## src/rtl/des_pkg.sv

```systemverilog
// rtl/des_pkg.sv - DES round widths, E/P tables, S-box tables and helper functions
package des_pkg;

  localparam int DES_HALF_W = 32;
  localparam int DES_KEY_W  = 48;

  // Bit 0 of every vector is DES bit 1 (the MSB).
  typedef logic [0:DES_HALF_W-1] half_t;
  typedef logic [0:DES_KEY_W-1]  key_t;

  localparam int E_TABLE [48] = '{
    32,  1,  2,  3,  4,  5,  4,  5,  6,  7,  8,  9,
     8,  9, 10, 11, 12, 13, 12, 13, 14, 15, 16, 17,
    16, 17, 18, 19, 20, 21, 20, 21, 22, 23, 24, 25,
    24, 25, 26, 27, 28, 29, 28, 29, 30, 31, 32,  1
  };

  localparam int P_TABLE [32] = '{
    16,  7, 20, 21, 29, 12, 28, 17,  1, 15, 23, 26,  5, 18, 31, 10,
     2,  8, 24, 14, 32, 27,  3,  9, 19, 13, 30,  6, 22, 11,  4, 25
  };

  // One 256-bit word per box: 64 nibbles, row-major, leftmost nibble = row 0 col 0.
  localparam logic [255:0] SBOX_TABLE [8] = '{
    256'hE4D12FB83A6C5907_0F74E2D1A6CB9538_41E8D62BFC973A50_FC8249175B3EA06D,
    256'hF18E6B34972DC05A_3D47F28EC01A69B5_0E7BA4D158C6932F_D8A13F42B67C05E9,
    256'hA09E63F51DC7B428_D709346A285ECBF1_D6498F30B12C5AE7_1AD069874FE3B52C,
    256'h7DE3069A1285BC4F_D8B56F03472C1AE9_A690CB7DF13E5284_3F06A1D8945BC72E,
    256'h2C417AB6853FD0E9_EB2C47D150FA3986_421BAD78F9C5630E_B8C71E2D6F09A453,
    256'hC1AF92680D34E75B_AF427C9561DE0B38_9EF528C3704A1DB6_432C95FABE17608D,
    256'h4B2EF08D3C975A61_D0B7491AE35C2F86_14BDC37EAF680592_6BD814A7950FE23C,
    256'hD2846FB1A93E50C7_1FD8A374C56B0E92_7B419CE206ADF358_21E74A8DFC90356B
  };

  function automatic key_t des_expand(input half_t r);
    key_t x;
    x = '0;
    for (int i = 0; i < DES_KEY_W; i++) begin
      x[6'(i)] = r[5'(E_TABLE[6'(i)] - 1)];
    end
    return x;
  endfunction

  function automatic half_t des_permute_p(input half_t s);
    half_t y;
    y = '0;
    for (int i = 0; i < DES_HALF_W; i++) begin
      y[5'(i)] = s[5'(P_TABLE[5'(i)] - 1)];
    end
    return y;
  endfunction

  // Row comes from the outer bits, column from the inner four.
  function automatic logic [3:0] des_sbox_lookup(input logic [2:0] idx, input logic [0:5] b);
    logic [5:0]   k;
    logic [255:0] t;
    k = {b[0], b[5], b[1:4]};
    t = SBOX_TABLE[idx] >> {6'd63 - k, 2'b00};
    return t[3:0];
  endfunction

endpackage

```

## src/rtl/des_feistel_round_if.sv

```systemverilog
// rtl/des_feistel_round_if.sv - operand/result handshake bundle for the DES round datapath
interface des_feistel_round_if;
  import des_pkg::*;

  logic  wInValid;
  logic  wInReady;
  half_t wInL;
  half_t wInR;
  key_t  wInKey;
  logic  wOutValid;
  logic  wOutReady;
  half_t wOutL;
  half_t wOutR;

  modport master (
    output wInValid, wInL, wInR, wInKey, wOutReady,
    input  wInReady, wOutValid, wOutL, wOutR
  );

  modport slave (
    input  wInValid, wInL, wInR, wInKey, wOutReady,
    output wInReady, wOutValid, wOutL, wOutR
  );
endinterface

```

## src/rtl/des_sbox.sv

```systemverilog
// rtl/des_sbox.sv - one DES substitution box selected by IDX (0 = S1 .. 7 = S8)
module des_sbox
  import des_pkg::*;
#(
  parameter logic [2:0] IDX = 3'd0
) (
  input  logic [0:5] din,
  output logic [3:0] dout
);
  assign dout = des_sbox_lookup(IDX, din);
endmodule

```

## src/rtl/des_sbox_layer.sv

```systemverilog
// rtl/des_sbox_layer.sv - eight S-boxes mapping the 48-bit key-mixed word to 32 bits
module des_sbox_layer
  import des_pkg::*;
(
  input  key_t  x,
  output half_t s
);
  des_sbox #(.IDX(3'd0)) u_s1box (.din(x[0:5]),   .dout(s[0:3]));
  des_sbox #(.IDX(3'd1)) u_s2box (.din(x[6:11]),  .dout(s[4:7]));
  des_sbox #(.IDX(3'd2)) u_s3box (.din(x[12:17]), .dout(s[8:11]));
  des_sbox #(.IDX(3'd3)) u_s4box (.din(x[18:23]), .dout(s[12:15]));
  des_sbox #(.IDX(3'd4)) u_s5box (.din(x[24:29]), .dout(s[16:19]));
  des_sbox #(.IDX(3'd5)) u_s6box (.din(x[30:35]), .dout(s[20:23]));
  des_sbox #(.IDX(3'd6)) u_s7box (.din(x[36:41]), .dout(s[24:27]));
  des_sbox #(.IDX(3'd7)) u_s8box (.din(x[42:47]), .dout(s[28:31]));
endmodule

```

## src/rtl/des_feistel_round.sv

```systemverilog
// rtl/des_feistel_round.sv - two-stage valid/ready pipeline computing one DES Feistel round
module des_feistel_round
  import des_pkg::*;
(
  input  logic               wClk,
  input  logic               wResetN,
  des_feistel_round_if.slave bus
);

  logic  v1, v2;
  half_t l1, r1;
  key_t  x1;
  half_t s_word;
  half_t out_l, out_r;
  logic  advance1;
  logic  load1;

  // Stage 1 drains whenever stage 2 is empty or being emptied downstream.
  assign advance1     = v1 & (~v2 | bus.wOutReady);
  assign bus.wInReady = ~v1 | advance1;
  assign load1        = bus.wInValid & bus.wInReady;

  always_ff @(posedge wClk or negedge wResetN) begin
    if (!wResetN) begin
      v1 <= 1'b0;
      l1 <= '0;
      r1 <= '0;
      x1 <= '0;
    end else begin
      if (bus.wInReady) begin
        v1 <= bus.wInValid;
      end
      if (load1) begin
        l1 <= bus.wInL;
        r1 <= bus.wInR;
        x1 <= des_expand(bus.wInR) ^ bus.wInKey;
      end
    end
  end

  des_sbox_layer u_sbox_layer (
    .x (x1),
    .s (s_word)
  );

  always_ff @(posedge wClk or negedge wResetN) begin
    if (!wResetN) begin
      v2    <= 1'b0;
      out_l <= '0;
      out_r <= '0;
    end else begin
      if (~v2 | bus.wOutReady) begin
        v2 <= v1;
      end
      if (advance1) begin
        out_l <= r1;
        out_r <= l1 ^ des_permute_p(s_word);
      end
    end
  end

  assign bus.wOutValid = v2;
  assign bus.wOutL     = out_l;
  assign bus.wOutR     = out_r;

endmodule

```

## src/flat_wrapper.sv

```systemverilog
// flat-port wrapper written by rule: the top's interface ports become plain ports
module des_feistel_round_flat import des_pkg::*;
  (wClk, wResetN, bus_wInValid, bus_wInL, bus_wInR, bus_wInKey, bus_wOutReady, bus_wInReady, bus_wOutValid, bus_wOutL, bus_wOutR);
  des_feistel_round_if bus_i ();
  input  logic wClk;
  input  logic wResetN;
  input wire logic [$bits(bus_i.wInValid)-1:0] bus_wInValid;
  input wire logic [$bits(bus_i.wInL)-1:0] bus_wInL;
  input wire logic [$bits(bus_i.wInR)-1:0] bus_wInR;
  input wire logic [$bits(bus_i.wInKey)-1:0] bus_wInKey;
  input wire logic [$bits(bus_i.wOutReady)-1:0] bus_wOutReady;
  output wire logic [$bits(bus_i.wInReady)-1:0] bus_wInReady;
  output wire logic [$bits(bus_i.wOutValid)-1:0] bus_wOutValid;
  output wire logic [$bits(bus_i.wOutL)-1:0] bus_wOutL;
  output wire logic [$bits(bus_i.wOutR)-1:0] bus_wOutR;
  assign bus_i.wInValid = bus_wInValid;
  assign bus_i.wInL = bus_wInL;
  assign bus_i.wInR = bus_wInR;
  assign bus_i.wInKey = bus_wInKey;
  assign bus_i.wOutReady = bus_wOutReady;
  assign bus_wInReady = bus_i.wInReady;
  assign bus_wOutValid = bus_i.wOutValid;
  assign bus_wOutL = bus_i.wOutL;
  assign bus_wOutR = bus_i.wOutR;
  des_feistel_round u_core (.wClk(wClk), .wResetN(wResetN), .bus(bus_i));
endmodule
```

## config.mk

```make
export PLATFORM = sky130hd
export DESIGN_NAME = des_feistel_round_flat
export DESIGN_NICKNAME = d
export VERILOG_FILES = /design/src/rtl/des_pkg.sv /design/src/rtl/des_feistel_round_if.sv /design/src/rtl/des_sbox.sv /design/src/rtl/des_sbox_layer.sv /design/src/rtl/des_feistel_round.sv /design/src/flat_wrapper.sv
export SDC_FILE = /design/constraint.sdc
export NUM_CORES = 1
export LEC_CHECK = 0
export ABC_CLOCK_PERIOD_IN_PS = 3600
export CORE_AREA = 2 2 114 116
export CTS_CLUSTER_SIZE = 40
export DETAILED_ROUTE_END_ITERATION = 10
export DIE_AREA = 0 0 116 118
export PLACE_DENSITY = 0.93
export SLEW_MARGIN = 30
export SYNTH_ARGS = -nofsm -noshare
export SYNTH_HDL_FRONTEND = slang
export SYNTH_SLANG_ARGS = --single-unit
```

## constraint.sdc

```tcl
create_clock -name wClk -period 3.6 [get_ports wClk]
set_input_delay 0.72 -clock wClk [delete_from_list [all_inputs] [get_ports wClk]]
set_output_delay 0.72 -clock wClk [all_outputs]
set_load 0.005 [all_outputs]
```

==> summary.txt <==
Worst EP required: 2.88 ns
Clk buf depth: 2
Final clock skew: 0.00722 ns
Pre-CTS setup slack: 0.891 ns
Num ports: 182
Switching power: 1.37 mW
Switch share: 28.6%
H-Tree Depth: 4
Maximum capacitance violations: 0
Unrepaired setup endpoints after global routing: no
Die area: 0.0137 mm2
Sequential area share after synthesis: 53.2%
Power density of the placed cells: 577 mW/mm2
R2R cell count: 6
Commonest cells post-synth: nand2_1 (171), dfrtp_1 (134), mux2_2 (34)
Slew headroom: 51.5%
Multi-input logic area: 0.00271 mm2
Slew Limit Fails: 0
Synth-to-Final Area Change: 31.7%
Fmax: 0.377 GHz
Clock slew seen by the registers of the worst setup and hold paths: 0.06 ns
Post-synth EDFFs: 0
Post-Syn Instances: 589
Top_reg_cell synth: dfrtp_1
Initial Utilization: 50.8%
Cts hold-fix bufs: 0
RR Startpoint: u_core.x1[37]
Clk Latency, worst-skew pair: 0.41 ns
Area of the mapped netlist: 0.00630 mm2
Synth cell types: 53
Seq pwr share: 42.4%
First-pass GRT wire length: 23.5 mm
Initial drt markers: 311
Final GP Congestion: 0.841
Final WS setup: 0.948 ns
CTS resizes: 0
Proportion of layout cells with a drive suffix above 1: 11.1%
Status: finished, final reports clean
Core Footprint: 0.0124 mm2
Slew @ Worst Pin: 0.725 ns
R2R Path End: u_core.bus.wOutR[30]
Top-count cell post-synth: nand2_1
Initial antenna violation count: 0
Clock share of power: 33.1%
Total gr overflow: 0
I/O Buffers: 137
Clk root buf: clkbuf_16
Post-synth top area share: 53.2%
NumNets Final: 853
Final setup viols: 0
Min cycle time layout: 2.65 ns
Largest net degree at the start of global routing: 100
Vias in the first global route: 4928
Drt wl/cell: 15.8 um
Gr busiest metal: met2
Ys async rst share: 100%
Total Routing Usage GR: 21.9%
Final wirelength: 14.3 mm
GR Util met2: 37.6%
Avg Vias per Cell: 5.13
Fillers: 937
Die height: 118 um
Pleak: 3.78 nW
HP Class: in -> async
Comb pwr share: 24.5%
# diodes: 0
Yosys warning total: 0
Cts bufs inserted: 17
1st-pass router iterations: 5
Leading area contributor after synthesis: dfrtp_1
Register Area: 0.00335 mm2
Die Wd: 116 um
Crit path arrival time: 1.93 ns
Sinks on Clock Net: 134
Seq cells post-synth: 134
Critical-path maximum fanout: 3
TritonCTS clock tree: built
Final hold viol count: 0
Met3 GRT Util: 6.08%
Area contributors post-synth: dfrtp_1 (53%), nand2_1 (10%), mux2_2 (6.1%)
Setup CP Type: in -> out
Post-CTS Setup Inserts: 0
M1 GR Usage: 26.2%
DRC Markers: 0
DRT antenna net count: 0
# rows: 41
Mapped Avg Cell Area: 10.7 um2
Setup TNS Final: 0 ns
Hpwl dp: 9.85 mm
R2r setup slk: 1.24 ns
Worst setup SP type: input pin
Fin crit share: 73.7%
Pint: 3.42 mW
Vias: 4631
Crit. End Element: primary output
IR drop worst, VDD: 0.332 mV
-- layer usage --
| layer | routed length, um | vias up | share of wire (%) |
|---|---|---|---|
| met1 | 5870 | 2292 | 41 |
| met5 | 0 | - | 0 |
| met2 | 7530 | 131 | 53 |
| met4 | 185 | 0 | 1.3 |
| li1 | - | 2190 | - |
| met3 | 688 | 18 | 4.8 |
-- final cells by class --
class                   count  share of cell area [%]
clock buffers              19                    5.22
clock inverters            13                    1.31
inverters                  14                   0.633
multi-input cells         408                    32.6
flip-flops and latches    134                    40.4
well taps                 172                    2.59
repair buffers            143                    17.2
-- worst max-delay path, stage by stage --
cell	delay (ns)
clkdlybuf4s50_1	0.47
nand3b_1	0.20
clkdlybuf4s50_1	0.54
-- power by group through the flow --
stage / registers [mW] / clock network [mW] / logic, mW
2_1_floorplan: 1.98 / 0 / 0.646
3_3_place_gp: 2.02 / 0 / 1.11
3_5_place_dp: 2.05 / 0 / 1.18
4_1_cts: 2.03 / 1.61 / 1.19
5_1_grt: 2.07 / 1.69 / 1.29
6_report: 2.03 / 1.59 / 1.17
-- stage by stage --
stage | instances | area, um2 | hold WS (ns) | power (mW) | util, %
global route | 903 | 8300 | 0.384 | 5.05 | 66.9
CTS | 903 | 8300 | 0.363 | 4.83 | 66.9
finish | 903 | 8300 | 0.341 | 4.79 | 66.9
detailed placement | 871 | 7760 | 0.445 | 3.23 | 62.5
floorplan | 597 | 6330 | 0.424 | 2.62 | -
global placement | 871 | 7760 | 0.442 | 3.14 | 62.5
-- logic make-up after synthesis --
kind of cell    Yosys count  synth area share, %
simple gates            220                 14.7
flops                   134                 53.2
mux                      71                 13.2
compound gates           58                 6.17
buf+inv                  55                 4.49
xor+xnor                 31                 4.43
fa+ha+maj                19                 3.77
other cells               1               0.0595
-- cells in the final DEF, fill, tap and decap left out, types with 3 or more instances in the layout --
cell,count
xor2_1,10
dfrtp_1,134
o21ai_0,12
clkdlybuf4s50_1,136
nand3_1,4
inv_1,14
ha_1,19
clkbuf_16,17
mux4_2,4
buf_4,5
nand2_1,169
and3_1,3
clkinv_2,6
mux2_2,34
a2111oi_0,3
mux2_1,23
o21ai_1,11
clkinvlp_4,3
nand2b_1,8
mux2i_1,10
nand3b_1,6
a21oi_1,12
nor2_1,14
conb_1,9
xnor2_1,20
-- worst max-delay path by stage --
stage / endpoint / from / depth (start not counted)
final: bus_wInReady / bus_wOutReady / 3
after floorplan: u_core.bus.wOutR[30] / u_core.x1[37] / 6
after global routing: bus_wInReady / bus_wOutReady / 3
after detailed placement: u_core.bus.wOutR[10] / bus_wOutReady / 6
after CTS: bus_wInReady / bus_wOutReady / 3
after global placement: u_core.bus.wOutR[23] / bus_wOutReady / 5
-- registers in the layout, indices dropped and copies added (netlist names) --
| register | count |
|---|---|
| u_core.r1 | 32 |
| u_core.l1 | 23 |
| u_core.bus.wOutValid | 1 |
| u_core.v1 | 1 |
| u_core.bus.wOutR | 23 |
| u_core.x1 | 22 |
| u_core.bus.wOutL | 32 |
(Power assumes the default switching activity.)
